File: src/rtl/vga_pkg.sv
// Shared definitions for the VGA scanout path.
// Holds the pixel-format codes used on cfg_mode and the default 640x400@70
// timing, so the scanout top and later overlay blocks agree on both.
package vga_pkg;

   localparam logic [1:0] MODE_RGB332 = 2'd0;
   localparam logic [1:0] MODE_RGB565 = 2'd1;
   localparam logic [1:0] MODE_GRAY8  = 2'd2;

   localparam int DEF_H   = 640;
   localparam int DEF_HFP = 16;
   localparam int DEF_HS  = 96;
   localparam int DEF_HBP = 48;
   localparam int DEF_V   = 400;
   localparam int DEF_VFP = 12;
   localparam int DEF_VS  = 2;
   localparam int DEF_VBP = 35;

   localparam bit DEF_HS_POL = 1'b0;
   localparam bit DEF_VS_POL = 1'b1;

endpackage

File: src/rtl/vga_pix_expand.sv
// Combinational pixel-format decode: one framebuffer word to 8-bit R/G/B.
// Narrow channels are widened by repeating their top bits, so full scale
// maps to 0xFF. The reserved mode code decodes as RGB332.
// Ports:
//   mode  in  2   pixel format code (vga_pkg MODE_*)
//   data  in  16  framebuffer word
//   r/g/b out 8   expanded colour
module vga_pix_expand
   import vga_pkg::*;
(
   input  logic [1:0]  mode,
   input  logic [15:0] data,
   output logic [7:0]  r,
   output logic [7:0]  g,
   output logic [7:0]  b
);

   always_comb begin
      r = {data[7:5], data[7:5], data[7:6]};
      g = {data[4:2], data[4:2], data[4:3]};
      b = {4{data[1:0]}};
      case (mode)
         MODE_RGB565: begin
            r = {data[15:11], data[15:13]};
            g = {data[10:5], data[10:9]};
            b = {data[4:0], data[4:2]};
         end
         MODE_GRAY8: begin
            r = data[7:0];
            g = data[7:0];
            b = data[7:0];
         end
         default: ;
      endcase
   end

endmodule

File: src/rtl/vga_scanout.sv
// Programmable-timing VGA scanout with framebuffer fetch.
// Raw h/v counters generate sync/blank/visible; visible cycles issue a read
// at line_addr + x_idx with integer X/Y pixel repetition. Sync and blank
// flags are delayed RD_LAT+1 cycles to line up with the registered colour.
// Base address and pixel mode are captured at the start of vertical blank,
// so page flips are tear-free; stride is used live.
// Ports:
//   pclk, reset            pixel clock, synchronous active-high reset
//   cfg_base/stride/mode   frame base, line increment, pixel format
//   mem_rd/mem_addr/data   framebuffer read port (data RD_LAT cycles later)
//   hs, vs, hblank, vblank, de, r, g, b, frame_start   video output
module vga_scanout
   import vga_pkg::*;
#(
   parameter int H       = DEF_H,
   parameter int HFP     = DEF_HFP,
   parameter int HS      = DEF_HS,
   parameter int HBP     = DEF_HBP,
   parameter int V       = DEF_V,
   parameter int VFP     = DEF_VFP,
   parameter int VS      = DEF_VS,
   parameter int VBP     = DEF_VBP,
   parameter bit HS_POL  = DEF_HS_POL,
   parameter bit VS_POL  = DEF_VS_POL,
   parameter int XSCALE  = 4,
   parameter int YSCALE  = 4,
   parameter int AW      = 18,
   parameter int DW      = 16,
   parameter int RD_LAT  = 1
) (
   input  logic          pclk,
   input  logic          reset,
   input  logic [AW-1:0] cfg_base,
   input  logic [AW-1:0] cfg_stride,
   input  logic [1:0]    cfg_mode,
   output logic          mem_rd,
   output logic [AW-1:0] mem_addr,
   input  logic [DW-1:0] mem_data,
   output logic          hs,
   output logic          vs,
   output logic          hblank,
   output logic          vblank,
   output logic          de,
   output logic [7:0]    r,
   output logic [7:0]    g,
   output logic [7:0]    b,
   output logic          frame_start
);

   localparam int HT  = H + HFP + HS + HBP;
   localparam int VT  = V + VFP + VS + VBP;
   // One spare bit so every timing boundary, including HT/VT, is representable.
   localparam int HCW = $clog2(HT + 1);
   localparam int VCW = $clog2(VT + 1);
   localparam int XSW = (XSCALE > 1) ? $clog2(XSCALE) : 1;
   localparam int YSW = (YSCALE > 1) ? $clog2(YSCALE) : 1;
   localparam int XIW = $clog2(H / XSCALE + 1);
   localparam int PD  = RD_LAT + 1;

   logic [HCW-1:0] h_cnt;
   logic [VCW-1:0] v_cnt;
   logic           h_last, v_last;
   logic           vis_raw, hs_raw, vs_raw, hb_raw, vb_raw, fs_raw;

   assign h_last = (h_cnt == HCW'(HT - 1));
   assign v_last = (v_cnt == VCW'(VT - 1));

   // Reset parks at the first blank line so the first frame latches its config.
   always_ff @(posedge pclk) begin
      if (reset) begin
         h_cnt <= '0;
         v_cnt <= VCW'(V);
      end else if (h_last) begin
         h_cnt <= '0;
         v_cnt <= v_last ? '0 : v_cnt + VCW'(1);
      end else begin
         h_cnt <= h_cnt + HCW'(1);
      end
   end

   assign hb_raw  = (h_cnt >= HCW'(H));
   assign vb_raw  = (v_cnt >= VCW'(V));
   assign vis_raw = !hb_raw && !vb_raw;
   assign hs_raw  = (h_cnt >= HCW'(H + HFP) && h_cnt < HCW'(H + HFP + HS)) ? HS_POL : !HS_POL;
   assign vs_raw  = (v_cnt >= VCW'(V + VFP) && v_cnt < VCW'(V + VFP + VS)) ? VS_POL : !VS_POL;
   assign fs_raw  = (h_cnt == '0) && (v_cnt == '0);

   logic [XSW-1:0] x_sub;
   logic [XIW-1:0] x_idx;
   logic [YSW-1:0] y_sub;
   logic [AW-1:0]  line_addr;
   logic [1:0]     mode_lat;

   always_ff @(posedge pclk) begin
      if (reset) begin
         x_sub     <= '0;
         x_idx     <= '0;
         y_sub     <= '0;
         line_addr <= '0;
         mode_lat  <= MODE_RGB332;
      end else begin
         // x_idx is held at 0 through blanking so it is already 0 at h=0.
         if (vis_raw) begin
            if (x_sub == XSW'(XSCALE - 1)) begin
               x_sub <= '0;
               x_idx <= x_idx + XIW'(1);
            end else begin
               x_sub <= x_sub + XSW'(1);
            end
         end else begin
            x_sub <= '0;
            x_idx <= '0;
         end

         if (vis_raw && h_cnt == HCW'(H - 1)) begin
            if (y_sub == YSW'(YSCALE - 1)) begin
               y_sub     <= '0;
               line_addr <= line_addr + cfg_stride;
            end else begin
               y_sub <= y_sub + YSW'(1);
            end
         end

         if (h_cnt == '0 && v_cnt == VCW'(V)) begin
            line_addr <= cfg_base;
            mode_lat  <= cfg_mode;
            y_sub     <= '0;
         end
      end
   end

   assign mem_rd   = vis_raw && !reset;
   assign mem_addr = line_addr + AW'(x_idx);

   // Bit k of each delay line holds the raw flag from k+1 cycles ago.
   logic [PD-1:0] vis_d, hs_d, vs_d, hb_d, vb_d, fs_d;

   always_ff @(posedge pclk) begin
      if (reset) begin
         vis_d <= '0;
         hs_d  <= {PD{!HS_POL}};
         vs_d  <= {PD{!VS_POL}};
         hb_d  <= '1;
         vb_d  <= '1;
         fs_d  <= '0;
      end else begin
         vis_d <= {vis_d[PD-2:0], vis_raw};
         hs_d  <= {hs_d[PD-2:0], hs_raw};
         vs_d  <= {vs_d[PD-2:0], vs_raw};
         hb_d  <= {hb_d[PD-2:0], hb_raw};
         vb_d  <= {vb_d[PD-2:0], vb_raw};
         fs_d  <= {fs_d[PD-2:0], fs_raw};
      end
   end

   logic [7:0] r_exp, g_exp, b_exp;

   vga_pix_expand u_pix_expand (
      .mode (mode_lat),
      .data (mem_data[15:0]),
      .r    (r_exp),
      .g    (g_exp),
      .b    (b_exp)
   );

   // mem_data for a read issued RD_LAT cycles ago is present now.
   always_ff @(posedge pclk) begin
      if (reset) begin
         {r, g, b} <= 24'd0;
      end else begin
         {r, g, b} <= vis_d[RD_LAT-1] ? {r_exp, g_exp, b_exp} : 24'd0;
      end
   end

   assign de          = vis_d[PD-1];
   assign hs          = hs_d[PD-1];
   assign vs          = vs_d[PD-1];
   assign hblank      = hb_d[PD-1];
   assign vblank      = vb_d[PD-1];
   assign frame_start = fs_d[PD-1];

endmodule

File: config.mk
export PLATFORM = sky130hd
export DESIGN_NAME = vga_scanout
export DESIGN_NICKNAME = d
export VERILOG_FILES = /design/src/rtl/vga_pkg.sv /design/src/rtl/vga_pix_expand.sv /design/src/rtl/vga_scanout.sv
export SDC_FILE = /design/constraint.sdc
export NUM_CORES = 1
export LEC_CHECK = 0
export ABC_CLOCK_PERIOD_IN_PS = 4800
export BUFFER_PORTS_ARGS = -buffer_cell sky130_fd_sc_hd__buf_2
export CORE_MARGIN = 2
export CORE_UTILIZATION = 51
export CTS_BUF_LIST = sky130_fd_sc_hd__clkbuf_8
export CTS_CLUSTER_SIZE = 28
export DETAILED_ROUTE_END_ITERATION = 7
export PLACE_DENSITY = 0.85
export REMOVE_ABC_BUFFERS = 1
export SETUP_SLACK_MARGIN = 0.3
export SLEW_MARGIN = 5
export SYNTH_ARGS = -nofsm -noshare
export SYNTH_HDL_FRONTEND = slang
export SYNTH_SLANG_ARGS = --single-unit
File: constraint.sdc
create_clock -name pclk -period 4.8 [get_ports pclk]
set_input_delay 0.48 -clock pclk [delete_from_list [all_inputs] [get_ports pclk]]
set_output_delay 0.48 -clock pclk [all_outputs]
set_load 0.03 [all_outputs]
==> results of run 1 <==
[sequential cells by signal, indices dropped and copies added (netlist names), 8 cells and up]
register and flops:
r 8, line_addr 18, x_idx 8, b 8, g 8, h_cnt 10, v_cnt 9
[Yosys cell counts, types with 2 or more instances]
cell type,instances,area [um^2]
and2_1,7,43.79
o311ai_1,2,17.52
a22oi_1,8,60.06
or2_2,11,68.82
o31ai_1,2,15.01
nand2b_1,6,37.54
nor3_1,15,75.07
a311oi_1,5,43.79
o21bai_1,4,30.03
a41oi_1,3,26.28
nor3b_1,7,52.55
a31oi_1,18,112.6
a21oi_1,41,205.2
mux2i_1,3,30.03
and3_1,11,68.82
clkbuf_1,13,48.80
a211oi_1,9,67.56
a211o_1,7,61.31
o21ai_0,21,105.1
or2_0,2,12.51
and4_1,3,26.28
o21a_1,2,15.01
xnor2_1,18,157.7
nor2_1,45,168.9
a22o_1,3,26.28
xor2_1,21,183.9
o211ai_1,3,22.52
buf_2,4,20.02
nand3b_1,3,22.52
nand2_1,72,270.3
a21o_1,11,82.58
dfxtp_1,87,1742
o221ai_1,2,17.52
inv_1,17,63.81
fa_1,2,40.04
nand3_1,12,60.06
ha_1,34,425.4
nand4_1,12,75.07
nor2b_1,5,31.28
[worst reg2reg max path, cell delays in order (launching register included)]
cell and delay, ps:
dfxtp_1 410, ha_1 220, nand4_1 330, nor4_2 980
nand2_1 220, nor3b_1 310, a21oi_1 80, nor2_1 100
[report_power, final]
group | switching, mW | internal, mW
clock | 0.303 | 0.205
combinational | 0.228 | 0.141
sequential | 0.0252 | 0.743
[cell families (layout without fill, tap and decap cells)]
group | Yosys count | count (layout)
buffers and inverters | 36 | 137
adder cells (fa/ha/maj) | 36 | 36
AND/OR/NAND/NOR | 219 | 219
multiplexers | 3 | 3
flip-flops | 87 | 87
AO/OA/AOI/OAI | 152 | 152
XOR/XNOR | 39 | 39
[worst paths after layout]
kind | endpoint | depth (start not counted)
worst min-delay path | line_addr[2] | 3
worst max-delay path | mem_addr[16] | 9
worst min register to register | hs_d[1] | 1
worst max register to register | v_cnt[6] | 7
[layer usage]
metal  GRT usage [%]  wire (um)  vias to the layer above  share of wire [%]
met4           9.563        263                        0                2.2
met2           37.80       5524                      204                 46
met1           29.33       5340                     2117                 45
li1                -          -                     2265                  -
met3           4.969        835                       32                7.0
met5               0          0                        -                  0
[metrics by stage]
stage	utilization, %	hold slack [ps]
final	61.21	345.3
after global routing	61.21	364.9
after CTS	61.21	326.4
after detailed placement	59.13	401.0
after global placement	59.13	399.5
after floorplan	-	389.5
[layout make-up]
cell class                 count  area share, %
tap                          129          2.854
clock inverter                 7          1.195
inverter                      17          1.128
multi-input combinational    449          52.63
clock buffer                   9          2.190
timing repair buffer         104          9.204
sequential                    87          30.80
==> results by group, run 1 <==
Yosys
  • Most used DFF post-synth: dfxtp_1
  • Synth Cell Area: a little under 5000 um^2
  • Adder-cell share of the synthesized area: 9.565%
  • Distinct cells, synth: 60
  • Post-synthesis compound-gate area fraction: 21.16%
  • Post-synthesis simple-gate area fraction: 22.81%
  • Xor and xnor area share after synthesis: under 10%
  • Mux share of post-synthesis cell area: less than 1%
  • Largest family of logic cells by synthesized area: simple AND/OR/NAND/NOR gates
  • Post-synth EDFFs: 0
  • YS warnings: 0
  • Synth Instances: about 570
  • Post-synth ARST share: 0%
  • Synthesized area per cell: about 8.5 um^2
  • Seq/Total Area, Yosys: 35.79%
  • Synth Register Bits: 87

Timing
  • Crit path time final: around 3800 ps
  • Final TNS setup: 0 ps
  • RSZ-0062 raised after global routing: no
  • Final Slew Violations: 0
  • Final Hold Vio Count: 0
  • Fmax: 264.4 MHz
  • Final period util: 78.79%
  • Worst Tran Pin Value: 1072 ps
  • Clock skew: ~14 ps
  • Worst slew margin: between 20 and 30%
  • Final worst slack: 1018 ps
  • Setup violators final: 0

Clock tree
  • Post-CTS Repair Setup Buffers: 0
  • Clock latency on the worst-skew pair: about 370 ps
  • Clock transition at the registers of the reported paths: around 100 ps
  • Clock H-tree levels: 3
  • Longest Clk Path Bufs: 2
  • TritonCTS clock tree: done
  • Post-CTS Resized: 0
  • TritonCTS buffer count: 9
  • Clk root buf: clkbuf_8
  • Cts hold-fix bufs: 0
  • Clk sinks: 87

Critical path
  • Critical path, cell by cell: ha_1 > fa_1 > a21o_1 > a21oi_1 > nor2b_1 > o311ai_1 > a211oi_1 > xor2_1 > buf_2
  • Crit-path slowest cell: o311ai_1
  • Worst reg2reg startpoint: h_cnt[0]
  • Crit. End Element: primary output
  • Max Fanout on Critical Path: 6
  • Worst setup path start: x_idx[0]
  • CP max stage delay: 730 ps
  • Critical path's top delay family: compound AO/OA/AOI/OAI gates
  • CP Launch Type: flop
  • CP Buf/Inv Count: 1
  • Critical path class: flop to primary output
  • Worst Path Arrival: between 3000 and 4000 ps
  • R2R Setup Slk: 2080 ps
  • CP required: 4320 ps

Hold path
  • Worst hold path type: input port to flop
  • Hold Path Origin: cfg_base[2]

Cells and area
  • Reg area: 1742 um^2
  • Commonest non-fill, non-tap cell in the layout: buf_2
  • Final Cell Area: approximately 5700 um^2
  • Antenna Diode Count: 0
  • Most frequent cells in the layout: 104 x buf_2, 87 x dfxtp_1, 72 x nand2_1
  • Layout cells sized above 1: between 20% and 30%
  • Footprint of the multi-input gates: 2977 um^2
  • Post-Layout Cell Count: 802
  • # fillers: slightly above 800
  • Fin nets: 760
  • Area Overhead vs Synth: 16.23%

Power
  • Pleak: 2.523 nW
  • Pwr/cell area: 291.0 nW/um^2
  • Total Power: 1.646 mW
  • Worst vdd ir: roughly 0.00014 V

Run status
  • Status: finished, final reports clean

Placed design
  • Routability cong.: 0.9090
  • Placement Cell Area: 5464 um^2
  • Hpwl dp: 8766 um
  • Placed Cells: 786
  • Port buffer count: 104
  • Setup slack at placement: about 1400 ps

Die
  • Rows: 35
  • Die area: 10,340 um^2
  • Core Footprint: a little over 9000 um^2
  • Num ports: approximately 110
  • Die Ht: 101.7 um
  • Die Span X: 101.7 um
  • Initial Utilization: 52.66%

Detailed routing
  • ANT nets after route: 0
  • DR pass1 iterations: 5
  • DRT iter0 DRCs: 227
  • Drt wl/cell: 14.92 um
  • Avg Vias per Cell: 5.758
  • Drc violations: 0
  • Total wire length after detailed routing: ~12,000 um
  • Vias: 4,618

GRT
  • Largest net degree at the start of global routing: 43
  • Global route overflow: 0
  • Vias in the first global route: 4,245
  • Initial antenna violation count: 0
  • First-pass GRT wire length: 19,200 um
  • Tot GR Track Use: 23.03%

Job
  • Max-Cap Viols: 0
No activity file was read; power rests on OpenSTA's default activity.
==> inputs of run 2 (changes only) <==
--- a/config.mk
+++ b/config.mk
@@ -5,7 +5,7 @@
 export SDC_FILE = /design/constraint.sdc
 export NUM_CORES = 1
 export LEC_CHECK = 0
-export ABC_CLOCK_PERIOD_IN_PS = 4800
+export ABC_CLOCK_PERIOD_IN_PS = 3800
 export BUFFER_PORTS_ARGS = -buffer_cell sky130_fd_sc_hd__buf_2
 export CORE_MARGIN = 2
 export CORE_UTILIZATION = 51
==> constraint.sdc (replaced) <==
create_clock -name pclk -period 3.8 [get_ports pclk]
set_input_delay 0.38 -clock pclk [delete_from_list [all_inputs] [get_ports pclk]]
set_output_delay 0.38 -clock pclk [all_outputs]
set_load 0.03 [all_outputs]
==> run 2 against run 1 <==
Sequential power is 27% higher; highest routed layer unchanged; non-clock buffer count is 2 higher; clock power is 25% higher; largest cell class unchanged.
==> results by group, run 2 (same netlist as run 1, synthesis figures left out) <==
Critical path
  • Critical path, cell by cell: ha_1 > fa_1 > a21o_1 > a21oi_1 > nor2b_1 > o311ai_1 > buf_4 > a211oi_1 > xor2_1 > buf_2
  • Crit-path slowest cell: fa_1
  • Max Fanout on Critical Path: 6 (unchanged)
  • CP Launch Type: flop
  • Critical path class: flop to primary output
  • CP max stage delay: 430 ps (-300 ps)
  • CP required: 3420 ps (-900 ps)
  • Crit. End Element: primary output
  • Worst Path Arrival: 2870 ps (-430 ps)

Placed design
  • Routability cong.: 0.9197 (+1.2%)
  • Setup slack at placement: 1008 ps (-413.5 ps)
  • Hpwl dp: 9007 um (+2.8%)
  • Port buffer count: 104 (unchanged)

Clock tree
  • TritonCTS clock tree: done
  • Longest Clk Path Bufs: 2 (unchanged)
  • Clock latency on the worst-skew pair: 360 ps (about the same)
  • Cts hold-fix bufs: 0 (unchanged)
  • Clock H-tree levels: 3 (unchanged)
  • TritonCTS buffer count: 9 (unchanged)
  • Post-CTS Repair Setup Buffers: 0 (unchanged)
  • Clk sinks: 87 (unchanged)
  • Post-CTS Resized: 0 (unchanged)
  • Clk root buf: clkbuf_8
  • Clock transition at the registers of the reported paths: 100 ps (about the same)

Cells and area
  • Area Overhead vs Synth: 16.64%
  • Layout cells sized above 1: 20.89% (+0.24 points)
  • # fillers: 798 (-1.6%)
  • Fin nets: 762 (+0.26%)
  • Most frequent cells in the layout: 104 x buf_2, 87 x dfxtp_1, 72 x nand2_1
  • Biggest register: line_addr
  • Antenna Diode Count: 0 (unchanged)
  • Largest register FFs: 18 (unchanged)
  • Largest registers: line_addr x18, h_cnt x10, v_cnt x9
  • Commonest non-fill, non-tap cell in the layout: buf_2

GRT
  • First-pass GRT wire length: 20,070 um (+4.5%)
  • Largest net degree at the start of global routing: 42 (-2.3%)
  • Tot GR Track Use: 24.20% (+1.2 points)
  • Global route overflow: 0 (unchanged)
  • Initial antenna violation count: 0 (unchanged)
  • Vias in the first global route: 4,431 (+4.4%)

Timing
  • Worst slew margin: 27.16% (-0.82 points)
  • Final worst slack: 546.6 ps (-471.3 ps)
  • Final Hold Vio Count: 0 (unchanged)
  • Final period util: a little under nine tenths
  • Fmax: 307.4 MHz
  • Clock skew: 9.315 ps (-4.656 ps)
  • Crit path time final: ~3300 ps
  • RSZ-0062 raised after global routing: no
  • Final Slew Violations: 0 (unchanged)
  • Setup violators final: 0 (unchanged)
  • Final TNS setup: 0 ps (unchanged)
  • Worst Tran Pin Value: 1084 ps (+12.13 ps)

Power
  • Pwr/cell area: 365.8 nW/um^2 (+26%)
  • Pleak: 2.532 nW (+0.37%)
  • Worst vdd ir: 0.0001852 V (+30%)
  • Total Power: 2.076 mW (+26%)

Detailed routing
  • Total wire length after detailed routing: 12,320 um (+2.9%)
  • Vias: 4,671 (+1.1%)
  • DR pass1 iterations: 5 (unchanged)
  • ANT nets after route: 0 (unchanged)
  • Avg Vias per Cell: 5.810 (+0.90%)
  • DRT iter0 DRCs: 321 (+41%)
  • Drc violations: 0 (unchanged)
  • Drt wl/cell: 15.32 um (+2.7%)

Die
  • Die area: 10,340 um^2 (unchanged)
  • Core Footprint: 9240 um^2 (unchanged)
  • Initial Utilization: 52.66% (unchanged)
  • Num ports: 105 (unchanged)
  • Die Ht: 101.7 um (unchanged)
  • Rows: 35 (unchanged)
  • Die Span X: 101.7 um (unchanged)

Job
  • Max-Cap Viols: 0 (unchanged)

Run status
  • Status: finished, final reports clean

Hold path
  • Worst hold path type: input port to flop
-- run 2: cell types whose count changed in the layout (fill, tap and decap cells not counted) --
cell / delta
inv_6: -1
clkinv_8: +1
clkinv_4: +1
buf_4: +2
inv_8: -1
-- run 2: path summary, 6_finish.rpt --
path	slack, ps	endpoint	depth (start not counted)	from
worst max-delay path	550	mem_addr[16]	10	x_idx[0]
worst min-delay path	260	line_addr[8]	3	cfg_base[8]
worst max register to register	1120	line_addr[10]	8	line_addr[0]
worst min register to register	420	hs_d[1]	1	hs_d[0]
-- run 2: routing by layer --
layer	up-vias	part of all wire (%)	global-route usage, %
met3	35	7.9	4.486
met4	0	2.8	10.29
met1	2152	43	30.50
met2	214	47	40.49
met5	-	0	0
li1	2270	-	-
-- run 2: layout make-up --
cell class	instances	area (um^2)	share of cell area (%)
flip-flops and latches	87	1742	30.69
inverters	17	63.81	1.124
well taps	129	161.4	2.844
multi-input cells	449	2977	52.45
clock inverters	7	72.57	1.279
clock buffers	9	123.9	2.183
repair buffers	106	535.5	9.436
-- run 2: through the flow --
| stage | hold slack, ps | cells | utilization [%] | area [um^2] |
|---|---|---|---|---|
| after floorplan | 389.5 | 553 | - | 4782 |
| after global placement | 397.8 | 788 | 59.30 | 5479 |
| after detailed placement | 400.6 | 788 | 59.30 | 5479 |
| after CTS | 242.8 | 804 | 61.42 | 5675 |
| after global routing | 250.8 | 804 | 61.42 | 5675 |
| final | 256.1 | 804 | 61.42 | 5675 |
-- run 2: critical path: cells and delay by family (launching register included) --
family	cells	cell delay [ps]
AO/OA/AOI/OAI	4	780
AND/OR/NAND/NOR	1	90
buffers and inverters	2	430
XOR/XNOR	1	190
flip-flops	1	360
adder cells (fa/ha/maj)	2	680
-- run 2: report_power, final --
part / switching [mW] / internal, mW / leakage, nW / total [mW]
Sequential: 0.0330 / 0.939 / 0.706 / 0.972
Combinational: 0.291 / 0.179 / 1.73 / 0.470
Clock: 0.376 / 0.258 / 0.0970 / 0.634
==> inputs of run 3 (changes only) <==
--- a/config.mk
+++ b/config.mk
@@ -5,17 +5,18 @@
 export SDC_FILE = /design/constraint.sdc
 export NUM_CORES = 1
 export LEC_CHECK = 0
-export ABC_CLOCK_PERIOD_IN_PS = 3800
+export ABC_CLOCK_PERIOD_IN_PS = 2800
 export BUFFER_PORTS_ARGS = -buffer_cell sky130_fd_sc_hd__buf_2
 export CORE_MARGIN = 2
 export CORE_UTILIZATION = 51
 export CTS_BUF_LIST = sky130_fd_sc_hd__clkbuf_8
 export CTS_CLUSTER_SIZE = 28
 export DETAILED_ROUTE_END_ITERATION = 7
-export PLACE_DENSITY = 0.85
+export PLACE_DENSITY = 0.88
 export REMOVE_ABC_BUFFERS = 1
 export SETUP_SLACK_MARGIN = 0.3
 export SLEW_MARGIN = 5
 export SYNTH_ARGS = -nofsm -noshare
 export SYNTH_HDL_FRONTEND = slang
+export SYNTH_HIERARCHICAL = 1
 export SYNTH_SLANG_ARGS = --single-unit
==> constraint.sdc (replaced) <==
create_clock -name pclk -period 2.8 [get_ports pclk]
set_input_delay 0.28 -clock pclk [delete_from_list [all_inputs] [get_ports pclk]]
set_output_delay 0.28 -clock pclk [all_outputs]
set_load 0.03 [all_outputs]
==> run 3 against run 2 <==
The run now ends with negative setup slack left; via count increased by 3.9%; combinational power increased by 64%; sequential power increased by 36%; routed wire length increased by 8.8%; flip-flop and latch count unchanged; clock skew increased by 3.4 ps; worst setup slack got worse by 720 ps; sequential share of layout area decreased by 2.2 points; final cell count increased by 3.7%; die area increased by 2.6%; clock power increased by 31%; critical path type unchanged; critical endpoint is now mem_addr[12]; highest routed layer unchanged.
==> results by group, run 3 <==
Run status
  • Status: finished with violations
  • Violated checks: negative setup slack

GRT
  • First-pass GRT wire length: 20,380 um (+1.5%)
  • Tot GR Track Use: 24.07% (-0.12 points)
  • Vias in the first global route: 4,518 (+2.0%)
  • Global route overflow: 0 (unchanged)
  • Largest net degree at the start of global routing: 26 (-38%)
  • Initial antenna violation count: 0 (unchanged)

Timing
  • Final Hold Vio Count: 0 (unchanged)
  • Worst Tran Pin Value: 701.8 ps (-381.9 ps)
  • Setup violators final: 6 (+6)
  • Final period util: 106.3%
  • Crit path time final: 2975 ps
  • Final Slew Violations: 0 (unchanged)
  • Clock skew: 12.67 ps (+3.356 ps)
  • Worst slew margin: 53.00% (+26 points)
  • Final TNS setup: -279.3 ps (-279.3 ps)
  • RSZ-0062 raised after global routing: yes
  • Fmax: 336.1 MHz
  • Final hold slack: 165.2 ps (-90.87 ps)
  • Final worst slack: -175.0 ps (-721.6 ps)

Yosys
  • Most frequent cells after synthesis: 87 x dfxtp_1, 56 x nor2_1, 52 x nand2_1, 50 x a21oi_1, 34 x ha_1
  • YS warnings: 6 (+6)
  • Post-synthesis simple-gate area fraction: 22.67% (-0.14 points)
  • Post-synth EDFFs: 0 (unchanged)
  • Post-synthesis compound-gate area fraction: 19.99% (-1.2 points)
  • Largest family of logic cells by synthesized area: simple AND/OR/NAND/NOR gates
  • Most used DFF post-synth: dfxtp_1
  • Synth Instances: 585 (+2.3%)
  • Top-area cell type share of the netlist area: 34.83% (-0.96 points)
  • Top-count cell post-synth: dfxtp_1
  • Distinct cells, synth: 62 (+3.3%)
  • Synth Cell Area: 5000 um^2 (+2.8%)
  • Post-synth ARST share: 0% (unchanged)
  • Adder-cell share of the synthesized area: 9.309% (-0.26 points)
  • Mux share of post-synthesis cell area: 0.8008% (+0.18 points)
  • Synth Register Bits: 87 (unchanged)
  • Seq/Total Area, Yosys: 34.83% (-0.96 points)
  • Biggest area consumer among synthesized cells: dfxtp_1
  • Xor and xnor area share after synthesis: 8.584% (+1.6 points)
  • Largest cells by area after synthesis: dfxtp_1 35%, ha_1 8.5%, a21oi_1 5.0%
  • Synthesized area per cell: 8.547 um^2 (+0.47%)

Clock tree
  • Clk root buf: clkbuf_8
  • Clock latency on the worst-skew pair: 370 ps (about the same)
  • Clk sinks: 87 (unchanged)
  • Clock H-tree levels: 3 (unchanged)
  • Cts hold-fix bufs: 0 (unchanged)
  • Clock transition at the registers of the reported paths: 90 ps (about the same)
  • TritonCTS clock tree: done
  • TritonCTS buffer count: 9 (unchanged)
  • Longest Clk Path Bufs: 2 (unchanged)

Cells and area
  • Most frequent cells in the layout: 91 x buf_2, 79 x dfxtp_1, 54 x nor2_1
  • Layout cells sized above 1: 28.10% (+7.2 points)
  • Largest registers: line_addr x18, h_cnt x10, v_cnt x9
  • Core Util, Final: 63.98% (+2.6 points)
  • Post-Layout Cell Count: 834 (+3.7%)
  • Final Cell Area: 6167 um^2 (+8.7%)
  • Largest register FFs: 18 (unchanged)
  • # fillers: 773 (-3.1%)
  • Commonest non-fill, non-tap cell in the layout: buf_2
  • Area Overhead vs Synth: 23.35%
  • Fin nets: 788 (+3.4%)
  • Biggest register: line_addr
  • Antenna Diode Count: 0 (unchanged)

Die
  • Rows: 36 (+2.9%)
  • Die Span X: 103.0 um (+1.3%)
  • Initial Utilization: 51.87% (-0.79 points)
  • Die Ht: 103.0 um (+1.3%)
  • Core Footprint: 9639 um^2 (+4.3%)
  • Die area: 10,610 um^2 (+2.6%)
  • Num ports: 105 (unchanged)

Critical path
  • Max Fanout on Critical Path: 5 (-1)
  • Worst Path Arrival: 2700 ps (-170 ps)
  • CP required: 2520 ps (-900 ps)
  • Critical path class: flop to primary output
  • Crit. End Element: primary output
  • CP Launch Type: flop
  • R2R Setup Slk: 380 ps (-740 ps)

Detailed routing
  • Total wire length after detailed routing: 13,400 um (+8.8%)
  • Vias: 4,854 (+3.9%)
  • Drc violations: 0 (unchanged)
  • Drt wl/cell: 16.07 um (+4.9%)
  • Avg Vias per Cell: 5.820 (+0.18%)
  • DRT iter0 DRCs: 345 (+7.5%)
  • ANT nets after route: 0 (unchanged)
  • DR pass1 iterations: 6 (+1)

Power
  • Clock share of power: 28.4% (-2.1 points)
  • P_sw: 0.9971 mW (+42%)
  • Seq pwr share: 45.2% (-1.6 points)
  • Total Power: 2.926 mW (+41%)
  • Switching Share: 34.08% (+0.37 points)
  • Internal power: 1.929 mW (+40%)
  • Pleak: 2.711 nW (+7.1%)
  • Gate power share: 26.4% (+3.7 points)
  • Worst vdd ir: 0.0003474 V (+88%)
  • Pwr/cell area: 474.5 nW/um^2 (+30%)

Placed design
  • Hpwl dp: 9248 um (+2.7%)
  • Placement Cell Area: 5643 um^2 (+3.0%)
  • Placed Cells: 810 (+2.8%)
  • Setup slack at placement: -268.8 ps (-1277 ps)
  • Port buffer count: 104 (unchanged)
  • Routability cong.: 1.005 (+9.3%)

Job
  • Max-Cap Viols: 0 (unchanged)

Hold path
  • Worst hold path type: input port to flop
## run 3: changes by cell type after synthesis, moves of 5 or more
cell / before / now
a211o_1: 7 / 2
a21oi_1: 41 / 50
o21ai_0: 21 / 14
nor2_1: 45 / 56
nor3_1: 15 / 9
a31oi_1: 18 / 3
nand2_1: 72 / 52
or2_2: 11 / 6
xnor2_1: 18 / 25
a311oi_1: 5 / 0
and2_1: 7 / 29
## run 3: metal layers
| metal | share of wire, % | track usage [%] | up-vias |
|---|---|---|---|
| li1 | - | - | 2307 |
| met1 | 41 | 30.14 | 2260 |
| met2 | 48 | 40.71 | 242 |
| met3 | 7.4 | 5.220 | 45 |
| met4 | 3.4 | 8.907 | 0 |
| met5 | 0 | 0 | - |
## run 3: area by class of cell
cell class / count / area, um^2 / area share (%)
tap: 133 / 166.4 / 2.698
inverter: 17 / 63.81 / 1.035
sequential: 87 / 1754 / 28.44
timing repair buffer: 123 / 718.2 / 11.65
clock inverter: 7 / 57.56 / 0.9333
clock buffer: 9 / 123.9 / 2.009
multi-input combinational: 458 / 3283 / 53.24
## run 3: power by group through the flow
stage          sequential [mW]  combinational [mW]  clock (mW)
2_1_floorplan             1.33               0.500           0
3_3_place_gp              1.34               0.680           0
3_5_place_dp              1.34               0.700           0
4_1_cts                   1.32               0.724       0.835
5_1_grt                   1.33               0.836       0.888
6_report                  1.32               0.772       0.831
## run 3: cells by family (layout without fill, tap and decap cells)
| family | count (synthesis) | after routing |
|---|---|---|
| AOI/OAI and AO/OA | 146 | 146 |
| xor gates and xnor gates | 49 | 49 |
| adders and majority gates | 36 | 36 |
| buffers and inverters | 40 | 156 |
| DFF | 87 | 87 |
| muxes | 4 | 4 |
| and+or+nand+nor | 223 | 223 |
## run 3: critical path, stage by stage (launching register included)
cell     delay [ps]
dfxtp_2         370
ha_4            140
inv_2            30
fa_2            340
nor2b_2         130
o21ai_2          80
a21oi_2         240
o41ai_4         130
buf_6           160
or3_4           340
xnor2_2         200
buf_6           160
## run 3: final timing paths
kind | end | depth (start not counted) | from
worst max-delay path | mem_addr[12] | 11 | line_addr[0]
worst min-delay path | line_addr[2] | 3 | cfg_base[2]
worst max register to register | line_addr[10] | 9 | line_addr[0]
worst min register to register | vb_d[1] | 1 | vb_d[0]
## run 3: what timing repair did
action	in CTS	in global routing
gates cloned	0	0
gates resized for setup	36	31
endpoints found under the hold margin	0	0
pin swaps	15	14
setup buffers	3	5
endpoints found under the setup margin	14	18
